File: src/rtl/bf_io_port_if.sv
// ============================================================================
// bf_io_port_if : CPU io_* handshake plus host TX/RX byte streams.
// Revision 1.0
// ============================================================================
`default_nettype none

interface bf_io_port_if;
  logic       io_req;
  logic       io_dir;
  logic [7:0] io_wdata;
  logic       io_ack;
  logic [7:0] io_rdata;
  logic       tx_valid;
  logic [7:0] tx_data;
  logic       tx_ready;
  logic       rx_valid;
  logic [7:0] rx_data;
  logic       rx_ready;
  logic       rx_eof;

  modport master (
    output io_req, io_dir, io_wdata, tx_ready, rx_valid, rx_data, rx_eof,
    input  io_ack, io_rdata, tx_valid, tx_data, rx_ready
  );

  modport slave (
    input  io_req, io_dir, io_wdata, tx_ready, rx_valid, rx_data, rx_eof,
    output io_ack, io_rdata, tx_valid, tx_data, rx_ready
  );
endinterface

`default_nettype wire

File: src/rtl/bf_io_port.sv
// ============================================================================
// bf_io_port : four-phase byte I/O responder with TX and RX FIFOs.
// Revision 1.0
// ============================================================================
`default_nettype none

module bf_io_port #(
  parameter int         fifo_aw   = 2,
  parameter logic [7:0] eof_value = 8'h00
) (
  input  wire logic    clk,
  input  wire logic    rst,
  bf_io_port_if.slave  bus
);

  localparam int AW    = fifo_aw;
  localparam int CW    = fifo_aw + 1;
  localparam int DEPTH = 1 << fifo_aw;

  typedef enum logic [1:0] {
    S_IDLE   = 2'd0,
    S_WAIT_W = 2'd1,
    S_WAIT_R = 2'd2,
    S_ACK    = 2'd3
  } state_t;

  state_t          state_q, state_d;
  logic            io_ack_q, io_ack_d;
  logic [7:0]      io_rdata_q, io_rdata_d;
  logic [7:0]      wbyte_q, wbyte_d;

  logic [7:0]      tx_mem_q [DEPTH];
  logic [AW-1:0]   tx_wp_q, tx_wp_d, tx_rp_q, tx_rp_d;
  logic [CW-1:0]   tx_cnt_q, tx_cnt_d;
  logic [7:0]      rx_mem_q [DEPTH];
  logic [AW-1:0]   rx_wp_q, rx_wp_d, rx_rp_q, rx_rp_d;
  logic [CW-1:0]   rx_cnt_q, rx_cnt_d;

  logic            tx_full, rx_empty;
  logic            tx_push, tx_pop, rx_push, rx_pop;
  logic [7:0]      tx_push_data;

  // Flags come only from registered counts, so there is no same-cycle bypass.
  assign tx_full  = (tx_cnt_q == CW'(DEPTH));
  assign rx_empty = (rx_cnt_q == '0);
  assign tx_pop   = (tx_cnt_q != '0) && bus.tx_ready;
  assign rx_push  = (rx_cnt_q != CW'(DEPTH)) && bus.rx_valid;

  assign bus.io_ack   = io_ack_q;
  assign bus.io_rdata = io_rdata_q;
  assign bus.tx_valid = (tx_cnt_q != '0);
  assign bus.tx_data  = tx_mem_q[tx_rp_q];
  assign bus.rx_ready = (rx_cnt_q != CW'(DEPTH));

  always_comb begin
    state_d      = state_q;
    io_ack_d     = io_ack_q;
    io_rdata_d   = io_rdata_q;
    wbyte_d      = wbyte_q;
    tx_push      = 1'b0;
    tx_push_data = wbyte_q;
    rx_pop       = 1'b0;

    unique case (state_q)
      S_IDLE: begin
        if (bus.io_req && bus.io_dir) begin
          if (!tx_full) begin
            tx_push      = 1'b1;
            tx_push_data = bus.io_wdata;
            io_ack_d     = 1'b1;
            state_d      = S_ACK;
          end else begin
            wbyte_d = bus.io_wdata;
            state_d = S_WAIT_W;
          end
        end else if (bus.io_req) begin
          state_d = S_WAIT_R;
        end
      end
      S_WAIT_W: begin
        if (!tx_full) begin
          tx_push  = 1'b1;
          io_ack_d = 1'b1;
          state_d  = S_ACK;
        end
      end
      S_WAIT_R: ;
      S_ACK: begin
        if (!bus.io_req) begin
          io_ack_d = 1'b0;
          state_d  = S_IDLE;
        end
      end
      default: state_d = S_IDLE;
    endcase

    // Reads in IDLE and WAIT_R share one service path; RX data beats EOF.
    if ((state_q == S_WAIT_R) || (state_q == S_IDLE && bus.io_req && !bus.io_dir)) begin
      if (!rx_empty) begin
        rx_pop     = 1'b1;
        io_rdata_d = rx_mem_q[rx_rp_q];
        io_ack_d   = 1'b1;
        state_d    = S_ACK;
      end else if (bus.rx_eof) begin
        io_rdata_d = eof_value;
        io_ack_d   = 1'b1;
        state_d    = S_ACK;
      end
    end

    tx_wp_d  = tx_wp_q + AW'(tx_push);
    tx_rp_d  = tx_rp_q + AW'(tx_pop);
    tx_cnt_d = tx_cnt_q + CW'(tx_push) - CW'(tx_pop);
    rx_wp_d  = rx_wp_q + AW'(rx_push);
    rx_rp_d  = rx_rp_q + AW'(rx_pop);
    rx_cnt_d = rx_cnt_q + CW'(rx_push) - CW'(rx_pop);
  end

  always_ff @(posedge clk) begin
    if (rst) begin
      state_q    <= S_IDLE;
      io_ack_q   <= 1'b0;
      io_rdata_q <= 8'h00;
      wbyte_q    <= 8'h00;
      tx_wp_q    <= '0;
      tx_rp_q    <= '0;
      tx_cnt_q   <= '0;
      rx_wp_q    <= '0;
      rx_rp_q    <= '0;
      rx_cnt_q   <= '0;
    end else begin
      state_q    <= state_d;
      io_ack_q   <= io_ack_d;
      io_rdata_q <= io_rdata_d;
      wbyte_q    <= wbyte_d;
      tx_wp_q    <= tx_wp_d;
      tx_rp_q    <= tx_rp_d;
      tx_cnt_q   <= tx_cnt_d;
      rx_wp_q    <= rx_wp_d;
      rx_rp_q    <= rx_rp_d;
      rx_cnt_q   <= rx_cnt_d;
      if (tx_push) tx_mem_q[tx_wp_q] <= tx_push_data;
      if (rx_push) rx_mem_q[rx_wp_q] <= bus.rx_data;
    end
  end

endmodule

`default_nettype wire
File: src/flat_wrapper.sv
// flat-port wrapper written by rule: the top's interface ports become plain ports
module bf_io_port_flat 
#(
  parameter int         fifo_aw   = 2,
  parameter logic [7:0] eof_value = 8'h00
)
  (clk, rst, bus_io_req, bus_io_dir, bus_io_wdata, bus_tx_ready, bus_rx_valid, bus_rx_data, bus_rx_eof, bus_io_ack, bus_io_rdata, bus_tx_valid, bus_tx_data, bus_rx_ready);
  bf_io_port_if bus_i ();
  input  wire logic clk;
  input  wire logic rst;
  input wire logic [$bits(bus_i.io_req)-1:0] bus_io_req;
  input wire logic [$bits(bus_i.io_dir)-1:0] bus_io_dir;
  input wire logic [$bits(bus_i.io_wdata)-1:0] bus_io_wdata;
  input wire logic [$bits(bus_i.tx_ready)-1:0] bus_tx_ready;
  input wire logic [$bits(bus_i.rx_valid)-1:0] bus_rx_valid;
  input wire logic [$bits(bus_i.rx_data)-1:0] bus_rx_data;
  input wire logic [$bits(bus_i.rx_eof)-1:0] bus_rx_eof;
  output wire logic [$bits(bus_i.io_ack)-1:0] bus_io_ack;
  output wire logic [$bits(bus_i.io_rdata)-1:0] bus_io_rdata;
  output wire logic [$bits(bus_i.tx_valid)-1:0] bus_tx_valid;
  output wire logic [$bits(bus_i.tx_data)-1:0] bus_tx_data;
  output wire logic [$bits(bus_i.rx_ready)-1:0] bus_rx_ready;
  assign bus_i.io_req = bus_io_req;
  assign bus_i.io_dir = bus_io_dir;
  assign bus_i.io_wdata = bus_io_wdata;
  assign bus_i.tx_ready = bus_tx_ready;
  assign bus_i.rx_valid = bus_rx_valid;
  assign bus_i.rx_data = bus_rx_data;
  assign bus_i.rx_eof = bus_rx_eof;
  assign bus_io_ack = bus_i.io_ack;
  assign bus_io_rdata = bus_i.io_rdata;
  assign bus_tx_valid = bus_i.tx_valid;
  assign bus_tx_data = bus_i.tx_data;
  assign bus_rx_ready = bus_i.rx_ready;
  bf_io_port #(.fifo_aw(fifo_aw), .eof_value(eof_value)) u_core (.clk(clk), .rst(rst), .bus(bus_i));
endmodule
File: config.mk
export PLATFORM = sky130hd
export DESIGN_NAME = bf_io_port_flat
export DESIGN_NICKNAME = d
export VERILOG_FILES = /design/src/rtl/bf_io_port_if.sv /design/src/rtl/bf_io_port.sv /design/src/flat_wrapper.sv
export SDC_FILE = /design/constraint.sdc
export NUM_CORES = 1
export LEC_CHECK = 0
export ABC_AREA = 0
export CORE_MARGIN = 5
export CORE_UTILIZATION = 35
export CTS_CLUSTER_SIZE = 10
export DETAILED_ROUTE_END_ITERATION = 7
export PLACE_DENSITY = 0.53
export SETUP_SLACK_MARGIN = 0.05
export SLEW_MARGIN = 20
export SYNTH_ARGS = -nofsm -noshare
export SYNTH_HDL_FRONTEND = slang
export SYNTH_SLANG_ARGS = --single-unit
File: constraint.sdc
create_clock -name clk -period 4 [get_ports clk]
set_input_delay 1 -clock clk [delete_from_list [all_inputs] [get_ports clk]]
set_output_delay 1 -clock clk [all_outputs]
set_load 0.01 [all_outputs]
==> impl_summary.md, run 1 <==
Drt
In this run the remaining antenna-violating nets after routing total 0. The initial DRC count is 81. For this run, the detailed router's first-pass iteration total came to 5. In the routed design, unresolved DRC markers number 0. The routed via count is 2220. The total wire length is 7350 um. After detailed routing, the number of vias per cell comes to 4.82. In the final routed layout, each cell accounts on average for 15.9 um.

Yosys
Synthesis produced a netlist whose cell count is 264. Synthesis instantiated 45 different standard cells from the library. The sequential share of the synthesized area is 63.9%.

The synthesized flop and latch total is 97. During synthesis, Yosys emitted a total of 0 warnings. The net count after synthesis is 296. The total standard cell area after synthesis is 4040 um^2.

The average cell area after synthesis is 15.3 um^2.

Clock tree
The clock tree root driver cell is sky130_fd_sc_hd__clkbuf_16. After clock tree synthesis, the clock-pin slew on the worst setup and hold paths is 0.06 ns. The H-tree was split into 3 levels. At the later pin of the worst-skew pair, clock insertion delay measures 0.34 ns.

TritonCTS created 9 clock buffers. The deepest clock path buffer count is 2. The post-CTS resize count is 0.

The number of setup buffers added after CTS is 0. Clock tree synthesis found a total of 97 sinks. The number of buffers inserted by hold repair at cts is 0.

TritonCTS built the clock tree.

Power
The total power divided by cell area is 589 nW/um^2. The total chip power is 2.91 mW. The peak supply drop is 0.199 mV.

In this run the static leakage power is 1.71 nW.

Timing
Setup violations remaining at the end of the flow were counted as 0. In the final timing run, aggregate negative setup slack is 0 ns. The time the final worst path needs with I/O delays and setup is 3.14 ns. The final hold violation count is 0.

Setup repair after global routing left no endpoint under its margin. The worst-case headroom to the max-slew limit is 48.5%. The final setup skew is 0.00650 ns.

The maximum frequency from static timing analysis is 318 MHz. The final-report max-slew violation count came to 0. The slew of the pin with the lowest slew margin is 0.769 ns.

The worst path meets setup with 0.860 ns of slack. In the finished design, the share of the clock period the worst path needs comes to 78.5%.

Cells and area
The count of cells in the finished layout, fillers not included, comes to 461. The synthesis-to-layout area growth is 22.3%. The final layout contains 345 nets. The library cell used most frequently in the layout, excluding fill and tap cells, is sky130_fd_sc_hd__edfxtp_1. The antenna diode count is 0. In the layout the commonest cells are 64 x sky130_fd_sc_hd__edfxtp_1, 41 x sky130_fd_sc_hd__clkdlybuf4s50_1, 33 x sky130_fd_sc_hd__dfxtp_1. The post-route netlist has 20.4% of its cells at a drive strength greater than 1.

Min path
In this run the most critical hold path is launched from u_core.wbyte_q[5]. The cell count of the worst hold path is 2. The end of the worst hold path is u_core.wbyte_q[5].

The path type of the worst min-delay path is reg2reg.

Worst setup path
The type of element launching the critical path is a flop. The worst setup path is of the reg2out kind. For flop-to-flop paths, the worst setup slack is 1.62 ns.

The worst setup path is captured at an output port. The capture point of the worst reg-to-reg path is u_core.rx_cnt_q[2]. Of all nets on the critical path, the largest fanout is 9.

In this run the critical register-to-register path is launched from u_core.rx_cnt_q[1]. STA puts the critical path data arrival time at 2.14 ns. Data on the critical path is required at its endpoint by 3.00 ns. The depth of the worst register-to-register path is 10.

Global routing
The via count of the first global-routing pass is 2320. For this run, the total global-route usage over all layers was measured as 11.2%. The wire length of the first global-routing pass is 12000 um.

Global routing finished with a remaining overflow of 0. The initial antenna violation count is 0. Entering global routing, the biggest net connects 21 pins.

Placed design
The detailed placement HPWL is 5150 um. Timing analysis after detailed placement gives a worst setup slack of 0.582 ns. The quantity of I/O buffers inserted on ports is 41. The post-placement cell count is 445. The last weighted congestion value of the routability-driven placer is 0.687.

Run
The tool flagged a number of max-cap violations equal to 0.

Run status
The flow ran to the end, and the final reports show no timing, DRC or antenna violations.

Die
The die is 117 um tall. The overall die area is 13800 um^2. The die is 117 um wide. The initial core utilization is 35.6%. The number of rows created at floorplan is 39. The number of top-level pins is 42. The core area is 11400 um^2.
-- synth_stat cells (all sizes together) --
cell type,number,area (um^2)
a21oi,11,55.1
o21bai,1,7.51
nand2b,1,13.8
a2111o,1,11.3
buf,7,40.0
o32ai,8,70.1
mux2,10,143
xor2,2,17.5
nor3b,1,18.8
nor3,3,15.0
dfxtp,33,661
mux4,16,360
o21ai,9,45.0
a31oi,1,6.26
a211o,1,8.76
nor4,3,25.0
fa,2,40.0
a2111oi,1,15.0
or3,2,17.5
and4b,1,10.0
nor4b,4,47.6
clkbuf,5,18.8
xnor2,5,43.8
and4bb,1,12.5
nand4bb,1,11.3
nor2b,7,43.8
nor2,11,41.3
inv,27,101
or3b,2,17.5
nand3,8,40.0
and2,2,12.5
a211oi,2,25.0
ha,7,87.6
edfxtp,64,1920
nor4bb,1,10.0
nand2,3,27.5
-- area by class of cell --
class | instances | area, um^2
fill | 1034 | 6420
sequential | 97 | 2580
multi-input combinational | 128 | 1300
timing repair buffer | 50 | 478
clock buffer | 10 | 239
tap | 143 | 179
inverter | 27 | 101
clock inverter | 6 | 65.1
-- where the power goes --
part	internal, mW	switching [mW]
combinational	0.415	0.312
sequential	1.19	0.132
clock	0.504	0.360
-- routing by layer --
layer | wire length [um] | GRT usage, %
met5 | 0 | 0
met4 | 124 | 4.16
met3 | 289 | 3.36
met2 | 3720 | 19.0
met1 | 3220 | 13.3
-- critical path, cell delays in order (launching register included) --
cell and delay [ns]:
sky130_fd_sc_hd__dfxtp_1 0.72, sky130_fd_sc_hd__mux4_2 0.59, sky130_fd_sc_hd__clkdlybuf4s50_1 0.49
-- state kept, by name, summed over array words and instances (netlist names) --
signal,count
u_core.bus.io_ack,1
u_core.bus.io_rdata,8
u_core.rx_cnt_q,3
u_core.rx_mem_q,32
u_core.rx_rp_q,2
u_core.rx_wp_q,2
u_core.state_q,2
u_core.tx_cnt_q,3
u_core.tx_mem_q,32
u_core.tx_rp_q,2
u_core.tx_wp_q,2
u_core.wbyte_q,8
-- metrics by stage --
step	hold slack [ns]	area, um^2	utilization, %
2_1_floorplan	0.453	4040	-
3_5_place_dp	0.467	4640	40.8
4_1_cts	0.476	4940	43.5
6_report	0.476	4940	43.5
3_3_place_gp	0.459	4640	40.8
5_1_grt	0.496	4940	43.5
-- logic make-up (layout without fill, tap and decap cells) --
kind of cell | count (synthesis) | in the layout | synth area share (%)
AOI/OAI and AO/OA | 35 | 35 | 6.04
muxes | 26 | 26 | 12.4
buffers and inverters | 39 | 93 | 3.96
xor gates and xnor gates | 7 | 7 | 1.52
adders and majority gates | 9 | 9 | 3.16
DFF | 97 | 97 | 63.9
and+or+nand+nor | 51 | 51 | 9.01
-- how the worst max path moves through the flow --
stage,startpoint,endpoint,cells after the start
2_1_floorplan,rst,u_core.rx_mem_q[2][0],3
3_3_place_gp,bus_io_req,u_core.rx_cnt_q[2],11
3_5_place_dp,bus_io_req,u_core.rx_cnt_q[2],11
4_1_cts,u_core.tx_rp_q[0],bus_tx_data[1],2
5_1_grt,u_core.tx_rp_q[0],bus_tx_data[1],2
6_report,u_core.tx_rp_q[0],bus_tx_data[1],2
Note: power is estimated with default switching activity, not from simulation.
==> run 2: changes to the inputs <==
==> constraint.sdc (replaced) <==
create_clock -name clk -period 3.23 [get_ports clk]
set_input_delay 0.8075 -clock clk [delete_from_list [all_inputs] [get_ports clk]]
set_output_delay 0.8075 -clock clk [all_outputs]
set_load 0.01 [all_outputs]
==> impl_summary.md, run 2 (synthesis results as in run 1) <==
Timing
For the final database, setup skew stands at 0.0105 ns. The final hold violation count came to 0. The worst pin sits at a relative slew slack of 56.0%. The final-report max-slew violation count is 0. The maximum frequency from static timing analysis is 338 MHz.

Setup repair after global routing left no endpoint under its margin. The worst path uses 91.5% of the clock period. After layout, the minimum clock period comes to 2.96 ns. Setup violations remaining at the end of the flow were counted as 0. At the pin with the least slew margin, the transition time is 0.660 ns.

The final setup TNS is 0 ns.

Power
The total chip power is 3.59 mW. The peak supply drop is 0.261 mV. The leakage component of the power is 1.72 nW. In this run the power density over the cells is 724 nW/um^2.

Clock tree
The clock buffer count from CTS is 9. The number of buffers inserted by hold repair at cts is 0. Clock tree synthesis found a total of 97 sinks. Post-CTS timing repair inserted 0 buffers for setup.

In this run the clock root is driven by a sky130_fd_sc_hd__clkbuf_16. The clock latency of the later-clocked register in the worst-skew pair is 0.34 ns. The H-tree level count is 3. Clock-pin slew was measured on the worst setup and hold paths at 0.07 ns. In this run, post-CTS repair resized a total of 0 instances. The deepest clock path buffer count is 2.

TritonCTS built the clock tree.

Cells and area
The share of layout cells above drive strength 1 is 20.6%. The number of cells in the finished layout apart from fillers is 464. The final cell utilization of the core is 43.6%. Leaving out fill and tap cells, the most frequent cells in the layout are 64 x sky130_fd_sc_hd__edfxtp_1, 41 x sky130_fd_sc_hd__clkdlybuf4s50_1, 33 x sky130_fd_sc_hd__dfxtp_1. Leaving out fill and tap cells, the most frequent cell in the layout is sky130_fd_sc_hd__edfxtp_1. The antenna diode count is 0.

The largest registers in the layout are u_core.rx_mem_q: 32 flops, u_core.tx_mem_q: 32 flops. The area growth from synthesis to layout is 22.7%. The final layout contains 348 nets. The cell area after layout is 4960 um^2.

Global routing
The first global-routing pass estimated 12000 um of wire. The initial antenna violation count was 0. Entering global routing, the biggest net connects 17 pins. The via count of the first global-routing pass came to 2328. The sum of overflow across all layers after global routing is 0. The total routing usage reported by global routing is 11.0%.

Die
The floorplan step set the die height to 117 um. The overall die area is 13800 um^2. The region available for standard cell placement spans 11400 um^2. From left edge to right edge, the die measures 117 um.

The initial core utilization is 35.6%. The number of top-level pins is 42. The floorplan has 39 rows.

Worst setup path
The type of element launching the critical path is a flop. The buffer and inverter count on the worst path is 1. The delay of the slowest cell on the worst path is 0.72 ns. Data on the critical path is required at its endpoint by 2.42 ns. The slowest stage of the critical path belongs to the cell sky130_fd_sc_hd__dfxtp_1. Data on the critical path arrives at its endpoint at 2.15 ns. The worst-path maximum fanout is 9. The category of the most critical setup path is reg2out.

The signal on the critical path passes through mux4_2, clkdlybuf4s50_1. The worst setup path is captured at an output port. The cell type group with the largest total delay on the critical path is flip-flops.

Min path
The path type of the worst min-delay path is reg2reg.

Drt
The initial DRC count is 67. In this run the remaining antenna-violating nets after routing total 0. Dividing the detail-routed via count by the number of cells gives 4.80.

The routed via count is 2228. Before antenna repair, the detailed router went through 4 iterations. After detailed routing, the average wire length per cell comes to 15.7 um. The total wire length is 7290 um. The final routed DRC violation total is 0.

Placed design
Input and output buffers added on the ports amount to 41. The detailed placement HPWL is 5200 um. Summing all placed instances gives a cell area of 4660 um^2. At the end of routability-driven placement, the weighted congestion stood at 0.678.

The post-placement cell count is 448.

Run
Across the run, the number of max-cap violations was 0.

Run status
The flow ran to the end, and the final reports show no timing, DRC or antenna violations.
-- run 2: changes by cell type in the layout (fill, tap and decap cells not counted), sizes merged --
cell / previous run / this run
inv: 29 / 28
clkbuf: 10 / 11
buf: 9 / 12
-- run 2: path summary, 6_finish.rpt --
check,startpoint,depth (start not counted),end,slack [ns]
setup / recovery,u_core.tx_rp_q[0],2,bus_tx_data[1],0.27
setup reg to reg,u_core.tx_cnt_q[1],9,u_core.tx_cnt_q[2],0.92
hold / removal,u_core.wbyte_q[4],2,u_core.wbyte_q[4],0.48
hold reg to reg,u_core.wbyte_q[4],2,u_core.wbyte_q[4],0.48
-- run 2: per-layer routing --
metal / track usage, % / vias up / share of wire [%]
li1: - / 1102 / -
met1: 12.8 / 1083 / 43
met2: 19.5 / 33 / 52
met3: 3.12 / 10 / 3.9
met4: 3.87 / 0 / 0.92
met5: 0 / - / 0
-- run 2: final cells by class --
type | instances | area [um^2]
inverters | 27 | 101
multi-input cells | 128 | 1300
repair buffers | 53 | 500
flip-flops and latches | 97 | 2580
clock buffers | 11 | 233
well taps | 143 | 179
clock inverters | 5 | 63.8
fillers | 1036 | 6410
-- run 2: metrics by stage --
| stage | setup WS [ns] | hold slack, ns |
|---|---|---|
| 5_1_grt | 0.136 | 0.508 |
| 3_3_place_gp | 0.130 | 0.463 |
| 4_1_cts | 0.202 | 0.479 |
| 2_1_floorplan | 0.674 | 0.453 |
| 6_report | 0.274 | 0.479 |
| 3_5_place_dp | 0.0872 | 0.470 |
-- run 2: worst reg2reg max path, cell delays in order (launching register included) --
cell and delay [ns]:
sky130_fd_sc_hd__dfxtp_1 0.37, sky130_fd_sc_hd__or3_1 0.38, sky130_fd_sc_hd__and2_1 0.19, sky130_fd_sc_hd__ha_1 0.28, sky130_fd_sc_hd__inv_1 0.04, sky130_fd_sc_hd__ha_1 0.20, sky130_fd_sc_hd__fa_1 0.37, sky130_fd_sc_hd__xnor2_1 0.19
sky130_fd_sc_hd__xnor2_1 0.15, sky130_fd_sc_hd__nor2_1 0.05
-- run 2: where the power goes --
group / leakage [nW] / internal (mW) / switching, mW / total [mW]
sequential: 0.858 / 1.47 / 0.162 / 1.63
combinational: 0.720 / 0.515 / 0.384 / 0.899
clock: 0.140 / 0.606 / 0.448 / 1.05
total: 1.72 / 2.59 / 0.995 / 3.59
